--- src/rtl/instr_fetch_sequencer.sv ---
// Fetch/dispatch sequencer: reads the ROM at the PC, hands each word to the decoder, then steps or loads the PC.
// Optional macro FETCH_BOUND_CHK_EN: a fetch at or above PROG_DEPTH stops the program with a sticky err.
module instr_fetch_sequencer #(
   parameter int         ADDR_W     = 6,
   parameter int         DATA_W     = 32,
   parameter int         PROG_DEPTH = 48,
   parameter logic [5:0] OPC_JMP    = 6'h3E,
   parameter logic [5:0] OPC_END    = 6'h3F
) (
   input  logic              clk,
   input  logic              rst,
   input  logic              start,
   input  logic [ADDR_W-1:0] instruction_address,
   output logic [ADDR_W-1:0] imem_addr,
   output logic              imem_rd,
   input  logic [DATA_W-1:0] imem_data,
   output logic [DATA_W-1:0] instr,
   output logic              instr_valid,
   input  logic              instr_ready,
   output logic              pc_en,
   output logic              pc_inc,
   output logic              pc_w_en,
   output logic [DATA_W-1:0] pc_data,
   output logic              pc_complete,
   output logic              busy,
   output logic              done,
   output logic              err
);

   typedef enum logic [2:0] {
      S_IDLE, S_FETCH, S_WAIT, S_DISPATCH, S_ADVANCE, S_SETTLE, S_DONE
   } state_e;

   state_e            state_q;
   logic [ADDR_W-1:0] imem_addr_q;
   logic              imem_rd_q;
   logic [DATA_W-1:0] instr_q;
   logic              instr_valid_q;
   logic              pc_en_q;
   logic              pc_inc_q;
   logic              pc_w_en_q;
   logic [DATA_W-1:0] pc_data_q;
   logic              pc_complete_q;
   logic              busy_q;
   logic              done_q;
   logic              addr_oob;
   logic [5:0]        data_opc;
   logic [5:0]        instr_opc;

   assign data_opc  = imem_data[DATA_W-1 -: 6];
   assign instr_opc = instr_q[DATA_W-1 -: 6];

`ifdef FETCH_BOUND_CHK_EN
   localparam logic [ADDR_W-1:0] DEPTH_L = ADDR_W'(PROG_DEPTH);
   logic err_q;
   // The read strobe is registered on FETCH entry, so the bound is judged on the live PC here.
   assign addr_oob = (instruction_address >= DEPTH_L);
   assign err      = err_q;
`else
   logic unused_depth;
   assign unused_depth = ^PROG_DEPTH;
   assign addr_oob     = 1'b0;
   assign err          = 1'b0;
`endif

   always_ff @(posedge clk) begin
      if (rst) begin
         state_q       <= S_IDLE;
         imem_addr_q   <= '0;
         imem_rd_q     <= 1'b0;
         instr_q       <= '0;
         instr_valid_q <= 1'b0;
         pc_en_q       <= 1'b0;
         pc_inc_q      <= 1'b0;
         pc_w_en_q     <= 1'b0;
         pc_data_q     <= '0;
         pc_complete_q <= 1'b0;
         busy_q        <= 1'b0;
         done_q        <= 1'b0;
`ifdef FETCH_BOUND_CHK_EN
         err_q         <= 1'b0;
`endif
      end else begin
         imem_rd_q     <= 1'b0;
         pc_en_q       <= 1'b0;
         pc_inc_q      <= 1'b0;
         pc_w_en_q     <= 1'b0;
         pc_complete_q <= 1'b0;
         case (state_q)
            S_IDLE: begin
               if (start) begin
                  state_q     <= S_FETCH;
                  imem_addr_q <= instruction_address;
                  imem_rd_q   <= !addr_oob;
                  busy_q      <= 1'b1;
               end
            end
            S_FETCH: begin
`ifdef FETCH_BOUND_CHK_EN
               if (imem_addr_q >= DEPTH_L) begin
                  state_q       <= S_DONE;
                  err_q         <= 1'b1;
                  pc_complete_q <= 1'b1;
                  pc_en_q       <= 1'b1;
                  busy_q        <= 1'b0;
                  done_q        <= 1'b1;
               end else
`endif
               state_q <= S_WAIT;
            end
            S_WAIT: begin
               if (data_opc == OPC_END) begin
                  state_q       <= S_DONE;
                  pc_complete_q <= 1'b1;
                  pc_en_q       <= 1'b1;
                  busy_q        <= 1'b0;
                  done_q        <= 1'b1;
               end else begin
                  state_q       <= S_DISPATCH;
                  instr_q       <= imem_data;
                  instr_valid_q <= 1'b1;
               end
            end
            S_DISPATCH: begin
               // The PC pulse is registered on the handshake edge, so it lands in ADVANCE.
               if (instr_ready) begin
                  state_q       <= S_ADVANCE;
                  instr_valid_q <= 1'b0;
                  pc_en_q       <= 1'b1;
                  if (instr_opc == OPC_JMP) begin
                     pc_w_en_q <= 1'b1;
                     pc_data_q <= {{(DATA_W-ADDR_W){1'b0}}, instr_q[ADDR_W-1:0]};
                  end else begin
                     pc_inc_q  <= 1'b1;
                  end
               end
            end
            S_ADVANCE: state_q <= S_SETTLE;
            S_SETTLE: begin
               state_q     <= S_FETCH;
               imem_addr_q <= instruction_address;
               imem_rd_q   <= !addr_oob;
            end
            S_DONE:  state_q <= S_DONE;
            default: state_q <= S_IDLE;
         endcase
      end
   end

   assign imem_addr   = imem_addr_q;
   assign imem_rd     = imem_rd_q;
   assign instr       = instr_q;
   assign instr_valid = instr_valid_q;
   assign pc_en       = pc_en_q;
   assign pc_inc      = pc_inc_q;
   assign pc_w_en     = pc_w_en_q;
   assign pc_data     = pc_data_q;
   assign pc_complete = pc_complete_q;
   assign busy        = busy_q;
   assign done        = done_q;

endmodule

--- config.mk ---
export PLATFORM = sky130hd
export DESIGN_NAME = instr_fetch_sequencer
export DESIGN_NICKNAME = d
export VERILOG_FILES = /design/src/rtl/instr_fetch_sequencer.sv
export SDC_FILE = /design/constraint.sdc
export NUM_CORES = 1
export LEC_CHECK = 0
export ABC_AREA = 1
export BUFFER_PORTS_ARGS = -buffer_cell sky130_fd_sc_hd__buf_2
export CAP_MARGIN = 20
export CORE_AREA = 5 5 82 84
export CTS_BUF_LIST = sky130_fd_sc_hd__clkbuf_2 sky130_fd_sc_hd__clkbuf_4 sky130_fd_sc_hd__clkbuf_8
export CTS_CLUSTER_DIAMETER = 30
export DETAILED_ROUTE_END_ITERATION = 10
export DIE_AREA = 0 0 87 89
export PLACE_DENSITY = 0.71
export RECOVER_POWER = 25
export SLEW_MARGIN = 40
export SYNTH_ARGS = -nofsm -noshare
export SYNTH_HDL_FRONTEND = slang
export SYNTH_SLANG_ARGS = --single-unit
--- constraint.sdc ---
create_clock -name clk -period 1.7 [get_ports clk]
set_input_delay 0.34 -clock clk [delete_from_list [all_inputs] [get_ports clk]]
set_output_delay 0.34 -clock clk [all_outputs]
set_load 0.005 [all_outputs]
# --- Word-level counts from Yosys, hierarchy flattened ---
# Cells that the tools add are included.
op_classes:
  eq_ne: 12
  n_mux: 19
  bitwise_logic: 4
  n_reduce_logical: 13
op_table:
  columns: ["operator", "count"]
  rows:
  - ["3-bit case mux with 7 select lines", 1]
  - ["6-bit equality test (second input constant)", 2]
  - ["6-bit case mux with 2 select lines", 1]
  - ["3-bit equality test (second input constant)", 3]
  - ["1-bit 2-to-1 mux", 9]
  - ["3-bit 2-to-1 mux", 3]
  - ["3-bit AND reduction", 3]
  - ["2-bit inequality test (second input constant)", 4]
  - ["1-bit case mux with 2 select lines", 4]
  - ["2-bit AND reduction", 4]
  - ["3-bit by 2-bit equality test with 1-bit output (second input constant)", 2]
  - ["6-bit 2-to-1 mux", 1]
  - ["2-bit nonzero test", 3]
  - ["1-bit inverter", 4]
  - ["3-bit by 1-bit equality test with 1-bit output (second input constant)", 1]
  - ["3-bit zero test", 1]
  - ["3-bit OR reduction", 1]
  - ["2-bit OR reduction", 1]
totals:
  regBits: 55
  out_inout_bits: 79
  word_cells: 60

# --- Logic depth before layout (Yosys ltp) ---
# Gate-level depths: netlist (run 1).
logic_depth:
  depth_word: 3
  mapped_depth: 8

# --- Worst setup path after synthesis (run 1) ---
# No wires, ideal clock.
synth_timing:
  kind: "register to register"
  from: "register instr_q[27] (netlist: instr[27])"
  to: "register pc_data_q[1] (netlist: pc_data[1])"
  arrival_ns: 1.080
  required_ns: 1.587
  slack_ns: 0.507
  path_stages_with_launch: 9
  n_path_buf: 1
  synth_period_minus_slack_ns: 1.193
  cell_sequence: "dfxtp_1 > inv_1 > nor3_1 > nand2_1 > nor2_4 > buf_6 > nand2_1 > nand2_1 > nor2_1"
synth_via:
  elab_chain_cells: 2
synth_lines:
  columns: ["element", "line_no", "rtl"]
  rows:
  - ["start, declared", "37", "logic [DATA_W-1:0] instr_q;"]
  - ["start signal, assigned", "120", "instr_q <= imem_data;"]
  - ["6-bit equality test", "130", "if (instr_opc == OPC_JMP) begin"]
  - ["3-bit AND reduction (no source line)", null, null]
  - ["end signal, assigned", "132", "pc_data_q <= {{(DATA_W-ADDR_W){1'b0}}, instr_q[ADDR_W-1:0]};"]
  - ["end, declared", "42", "logic [DATA_W-1:0] pc_data_q;"]
# No other way between the ends.
# A chain may end at the register's enable or synchronous reset.

# --- Final worst setup path (run 1) ---
layout_timing:
  from: "register state_q[0]"
  to: "register instr_q[0] (netlist: instr[0])"
layout_via:
  elab_chain_cells: 2
layout_lines:
  columns: ["element", "line_no", "rtl"]
  rows:
  - ["start, declared", "34", "state_e state_q;"]
  - ["start signal, assigned", "68", "state_q <= S_IDLE;"]
  - ["start signal, assigned", "92", "state_q <= S_FETCH;"]
  - ["start signal, assigned", "109", "state_q <= S_WAIT;"]
  - ["3-bit by 2-bit equality test with 1-bit output", "89", "case (state_q)"]
  - ["2-bit AND reduction (no source line)", null, null]
# No other way between the ends.

==> results of run 1 <==
==> area by class of cell <==
type                    instances  area [um2]  share of cell area (%)
multi-input cells             202       885.9                   32.33
flip-flops and latches         55        1101                   40.18
clock inverters                 3       20.02                  0.7306
repair buffers                 97       481.7                   17.58
clock buffers                   5       68.82                   2.511
inverters                      23       88.84                   3.242
well taps                      75       93.84                   3.425
==> logic make-up after synthesis <==
group / count (synthesis)
buffers and inverters: 64
flip-flops: 55
AO/OA/AOI/OAI: 58
AND/OR/NAND/NOR: 117
other: 1
==> registers in the layout, summed over array words and instances (netlist names), 3 cells and up <==
| signal | cells |
|---|---|
| instr | 32 |
| pc_data | 6 |
| state_q | 3 |
| imem_addr | 6 |
==> layout by cell type (no fill, tap or decap), drive strengths merged <==
cell	count
buf	86
nand2	56
dfxtp	55
a21oi	36
nor2	35
conb	27
nand3	25
inv	23
o21ai	21
clkbuf	16
clkinvlp	2
nor3	1
a211oi	1
clkinv	1
==> per-layer routing <==
| layer | GRT usage (%) | vias up | share of wire, % |
|---|---|---|---|
| met5 | 0 | - | 0 |
| met1 | 16.96 | 867 | 42 |
| met2 | 23.60 | 73 | 49 |
| met4 | 4.674 | 0 | 1.1 |
| met3 | 3.318 | 7 | 8.5 |
| li1 | - | 1061 | - |
==> stage by stage <==
| stage | power (uW) | hold slack (ns) | worst slack (ns) |
|---|---|---|---|
| floorplan | 2377 | 0.4507 | 0.5070 |
| global placement | 2630 | 0.4449 | 0.2759 |
| detailed placement | 2665 | 0.4504 | 0.2229 |
| CTS | 3383 | 0.2431 | 0.2551 |
| global route | 3573 | 0.2352 | 0.1031 |
| finish | 3305 | 0.2473 | 0.2491 |
==> report_power, final <==
group	internal [uW]	switching, uW	total [uW]
sequential	1520	129	1650
clock	288	422	710
combinational	375	571	946
total	2180	1120	3310
==> how the worst min path moves through the flow <==
stage / from / endpoint / slack [ns] / cells past startpoint
after global routing: instruction_address[4] / imem_addr[4]$_SDFFE_PP0P_ / 0.24 / 3
after detailed placement: busy$_SDFFE_PP0P_ / busy$_SDFFE_PP0P_ / 0.45 / 2
after global placement: busy$_SDFFE_PP0P_ / busy$_SDFFE_PP0P_ / 0.44 / 2
after CTS: instruction_address[0] / imem_addr[0]$_SDFFE_PP0P_ / 0.24 / 3
final: instruction_address[0] / imem_addr[0]$_SDFFE_PP0P_ / 0.25 / 3
after floorplan: busy$_SDFFE_PP0P_ / busy$_SDFFE_PP0P_ / 0.45 / 2
==> critical path, cell delays in order, from the launching register on <==
cell and delay, ns:
dfxtp_1 0.36, nor2_1 0.18, nand2_2 0.12, inv_4 0.09
nand2_4 0.23, o21ai_0 0.27, a21oi_1 0.05
==> summary.md, run 1 <==
| Metric | Value |
|---|---|
| Main combinational cell family by area after synthesis | `simple AND/OR/NAND/NOR gates` |
| # hold bufs at CTS | `0` |
| Final setup viols | `0` |
| Synth Register Bits | `55` |
| Reg2Reg Setup Slack | `0.25 ns` |
| First-pass GRT wire length | `8328 um` |
| Max-slew violation count | `0` |
| Vias in the first global route | `1783` |
| EDFF count, synth | `0` |
| Critical R2R Launch | `state_q[0]$_SDFFE_PP0P_` |
| Cells after Synth | `295` |
| Syn-to-layout area delta | `19.54%` |
| Die height | `89 um` |
| R2R depth | `6` |
| DP Area | `2678 um2` |
| PortBufs | `93` |
| Setup skew after layout | `0.01332 ns` |
| Num CTS Buffers | `5` |
| Share of the synthesized area in the top cell type | `48.03%` |
| Non-Filler Instances | `460` |
| Core Footprint | `5851 um2` |
| Clock transition at path regs | `0.10 ns` |
| Synth Flop Type | `dfxtp_1` |
| FMAX | `689.2 MHz` |
| Leak pwr | `0.001312 uW` |
| Final hold vios | `0` |
| Critical Path AT | `1.63 ns` |
| Final Cycle Share | `85.35%` |
| Tmin final | `1.451 ns` |
| Critical path type | `reg -> reg` |
| Row count | `28` |
| Via count | `2008` |
| DP HPWL | `4199 um` |
| Post-CTS Setup Bufs | `0` |
| Initial antenna violation count | `0` |
| P per Cell Area | `1206 nW/um2` |
| CP required | `1.88 ns` |
| Outcome | `complete, no violations` |
| # H-tree levels | `2` |
| Cts repair resizes | `0` |
| Die footprint | `7743 um2` |
| Worst Setup EP | `instr[0]$_SDFFE_PP0P_` |
| Yosys cell types | `21` |
| Syn avg cell area | `7.770 um2` |
| Synth Area in Simple Gates | `22.00%` |
| Top-count cell post-synth | `dfxtp_1` |
| Clock Path Buffers | `2` |
| Die width | `87 um` |
| Crit Reg-Reg Endpoint | `instr[0]$_SDFFE_PP0P_` |
| Max FO, Critical Path | `42` |
| GRT overflow | `0` |
| Routed vias/inst | `4.365` |
| CP endpoint kind | `flop` |
| CTS tree | `yes` |
| WL final | `5536 um` |
| Synth Area in Adders | `0%` |
| Final ANT Viol Nets | `0` |
| Commonest cells in the netlist | `dfxtp_1, nand2_1, a21oi_1` |
| Crit path from | `state_q[0]$_SDFFE_PP0P_` |
| CTS root buffer | `clkbuf_8` |
| Fraction of layout cells with a size suffix above 1 | `25.97%` |
| Post-Syn Area | `2292 um2` |
| Hold Path Class | `in -> reg` |
| Fill cells | `639` |
| Yosys top cell by area | `dfxtp_1` |
| Peak supply drop | `480.6 uV` |
| Area of all placed cells without fillers | `2740 um2` |
| GP Congestion | `0.8644` |
| DP Cell Count | `452` |
| RSZ-0062 raised after global routing | `no` |
| Multiplexer share of the synthesized area | `0%` |
| Complex-gate fraction of the synthesized area | `12.77%` |
| Ys async rst share | `0%` |
| Clk Latency, worst-skew pair | `0.30 ns` |
| Register area share after synthesis | `48.03%` |
| # IOs | `121` |
| Initial Util | `39.18%` |
| Diode count | `0` |
| XOR/XNOR share of the synthesized area | `0%` |
| Drt pass-1 iters | `4` |
| Setup TNS | `0 ns` |
| Wire per inst | `12.03 um` |
| Final core utilization | `46.83%` |
| YS warnings | `0` |
| GRT Overall Usage | `13.77%` |
| Synth area leaders | `dfxtp_1, buf_4, nand2_1` |
| Pin count of the biggest net entering global routing | `43` |
| 1st-iter DRT viols | `103` |
| Maxcap violations | `0` |
| CP startpoint kind | `flop` |
| Final #Nets | `426` |
| DR DRC count | `0` |
| CTS sink count | `55` |
Note: power is estimated with default switching activity, not from simulation.
==> run 2: changes to the inputs <==
- CORE_AREA: 5 5 82 84 -> 5 5 78 80
- CTS_BUF_LIST: sky130_fd_sc_hd__clkbuf_2 sky130_fd_sc_hd__clkbuf_4 sky130_fd_sc_hd__clkbuf_8 -> sky130_fd_sc_hd__clkbuf_4 sky130_fd_sc_hd__clkbuf_8 sky130_fd_sc_hd__clkbuf_16
- DIE_AREA: 0 0 87 89 -> 0 0 83 85
- PLACE_DENSITY: 0.71 -> 0.78
==> run 2 against run 1 <==
Utilization increased by 5.0 points. Sequential power about the same. Non-clock buffer count unchanged. First-iteration DRC count decreased by 24%. Register-to-register slack improved by 0.02 ns. Fmax increased by 1.6%. Power increased by 5.5%. Critical endpoint unchanged.
==> summary.md, run 2 (same netlist as run 1, synthesis figures left out) <==
| Metric | Value |
|---|---|
| Outcome | `complete, no violations (unchanged)` |
| Cts repair resizes | `0 (unchanged)` |
| HP Start | `instruction_address[0] (unchanged)` |
| GRT overflow | `0 (unchanged)` |
| Leak pwr | `0.001329 uW (was 0.001312 uW)` |
| Hold Path Class | `in -> reg (unchanged)` |
| P per Cell Area | `1260 nW/um2 (was 1206 nW/um2)` |
| Drt pass-1 iters | `4 (unchanged)` |
| WHS Endpoint | `imem_addr[0]$_SDFFE_PP0P_ (unchanged)` |
| Critical Path AT | `1.61 ns (was 1.63 ns)` |
| Routed vias/inst | `4.516 (was 4.365)` |
| # IOs | `121 (unchanged)` |
| Fill cells | `558 (was 639)` |
| DP HPWL | `4085 um (was 4199 um)` |
| Initial Util | `42.94% (was 39.18%)` |
| Syn-to-layout area delta | `20.69% (was 19.54%)` |
| Max FFs per register | `32 (unchanged)` |
| GRT Overall Usage | `15.08% (was 13.77%)` |
| Final #Nets | `426 (unchanged)` |
| Wire per inst | `12.06 um (was 12.03 um)` |
| # H-tree levels | `2 (unchanged)` |
| Multi-input gate area | `888.4 um2 (was 885.9 um2)` |
| Die height | `85 um (was 89 um)` |
| CTS root buffer | `clkbuf_8 (unchanged)` |
| Setup TNS | `0 ns (unchanged)` |
| CTS sink count | `55 (unchanged)` |
| Clock transition at path regs | `0.09 ns (was 0.10 ns)` |
| First-pass GRT wire length | `8901 um (was 8328 um)` |
| Pin count of the biggest net entering global routing | `43 (unchanged)` |
| WHS Path Cells | `3 (unchanged)` |
| DP Cell Count | `449 (was 452)` |
| Via count | `2064 (was 2008)` |
| Sequential cell area | `1101 um2 (unchanged)` |
| 1st-iter DRT viols | `78 (was 103)` |
| CP endpoint kind | `flop (unchanged)` |
| Most common cell after layout, fill and taps aside | `buf_2 (unchanged)` |
| Critical path type | `reg -> reg (unchanged)` |
| WL final | `5513 um (was 5536 um)` |
| Final Cycle Share | `84.03% (was 85.35%)` |
| Fraction of layout cells with a size suffix above 1 | `25.97% (unchanged)` |
| Most frequent cells in the layout | `buf_2, dfxtp_1, nand2_1 (unchanged)` |
| Crit path from | `state_q[0]$_SDFFE_PP0P_ (unchanged)` |
| Pwr Total | `3487 uW (was 3305 uW)` |
| Core Footprint | `5338 um2 (was 5851 um2)` |
| Tmin final | `1.428 ns (was 1.451 ns)` |
| Final hold vios | `0 (unchanged)` |
| CTS tree | `yes (unchanged)` |
| Max FO, Critical Path | `42 (unchanged)` |
| R2R depth | `6 (unchanged)` |
| Non-Filler Instances | `457 (was 460)` |
| Die footprint | `7055 um2 (was 7743 um2)` |
| Max-slew violation count | `0 (unchanged)` |
| Diode count | `0 (unchanged)` |
| PortBufs | `93 (unchanged)` |
| DR DRC count | `0 (unchanged)` |
| Die width | `83 um (was 87 um)` |
| Maxcap violations | `0 (unchanged)` |
| Post-CTS Setup Bufs | `0 (unchanged)` |
| Setup skew after layout | `0.005565 ns (was 0.01332 ns)` |
| Final setup viols | `0 (unchanged)` |
| Num CTS Buffers | `5 (unchanged)` |
| FMAX | `700.0 MHz (was 689.2 MHz)` |
| Final ANT Viol Nets | `0 (unchanged)` |
| # hold bufs at CTS | `0 (unchanged)` |
| Row count | `27 (was 28)` |
| GP Congestion | `0.7862 (was 0.8644)` |
| CP startpoint kind | `flop (unchanged)` |
| Vias in the first global route | `1972 (was 1783)` |
| Initial antenna violation count | `0 (unchanged)` |
| CP required | `1.88 ns (about the same)` |
| Crit Reg-Reg Endpoint | `instr[0]$_SDFFE_PP0P_ (unchanged)` |
| Critical R2R Launch | `state_q[0]$_SDFFE_PP0P_ (unchanged)` |
| Clk Latency, worst-skew pair | `0.30 ns (about the same)` |
| RSZ-0062 raised after global routing | `no (unchanged)` |
| Clock Path Buffers | `2 (unchanged)` |
| Peak supply drop | `651.7 uV (was 480.6 uV)` |
| Reg2Reg Setup Slack | `0.27 ns (was 0.25 ns)` |
run 2: cell count changes in the layout (fill, tap and decap cells not counted), sizes merged:
cell	change
clkinvlp	-2
bufinv	+1
buf	-1
clkbuf	+2
run 2: power by group:
part / switching, uW / total (uW) / internal (uW)
combinational: 583 / 959 / 376
sequential: 127 / 1650 / 1520
clock: 404 / 881 / 477
total: 1110 / 3490 / 2370
run 2: layout make-up:
| type | instances | share of cell area [%] |
|---|---|---|
| Tap cell | 72 | 3.256 |
| Multi-Input combinational cell | 202 | 32.11 |
| Clock inverter | 2 | 1.266 |
| Clock buffer | 6 | 2.985 |
| Sequential cell | 55 | 39.80 |
| Inverter | 23 | 3.211 |
| Timing Repair Buffer | 97 | 17.37 |
run 2: per-stage QoR:
step           util [%]  instance area (um2)  setup slack, ns  hold slack (ns)
6_report          51.83                 2766           0.2715           0.2522
5_1_grt           51.83                 2766           0.1080           0.2540
4_1_cts           52.30                 2791           0.2689           0.2433
3_5_place_dp      50.09                 2674           0.2503           0.4481
3_3_place_gp      50.09                 2674           0.2641           0.4462
2_1_floorplan         -                 2390           0.5070           0.4507
run 2: how the worst max path moves through the flow:
stage | slack (ns) | to
global route | 0.11 | instr[0]$_SDFFE_PP0P_
CTS | 0.27 | instr[0]$_SDFFE_PP0P_
global placement | 0.26 | state_q[0]$_SDFFE_PP0P_
detailed placement | 0.25 | state_q[0]$_SDFFE_PP0P_
floorplan | 0.51 | pc_data[1]$_SDFFE_PP0P_
finish | 0.27 | instr[0]$_SDFFE_PP0P_
run 2: per-layer routing:
metal  share of wire [%]  GRT usage [%]
met5                   0              0
met4                 1.1          5.052
met3                 8.3          5.631
met2                  47          25.51
met1                  43          17.65
run 2: critical path, cell delays in order, from the launching register on:
cell and delay, ns:
dfxtp_1 0.37, nor2_2 0.16, nand2_2 0.11, inv_4 0.09, nand2_4 0.24, o21ai_0 0.25
a21oi_1 0.06
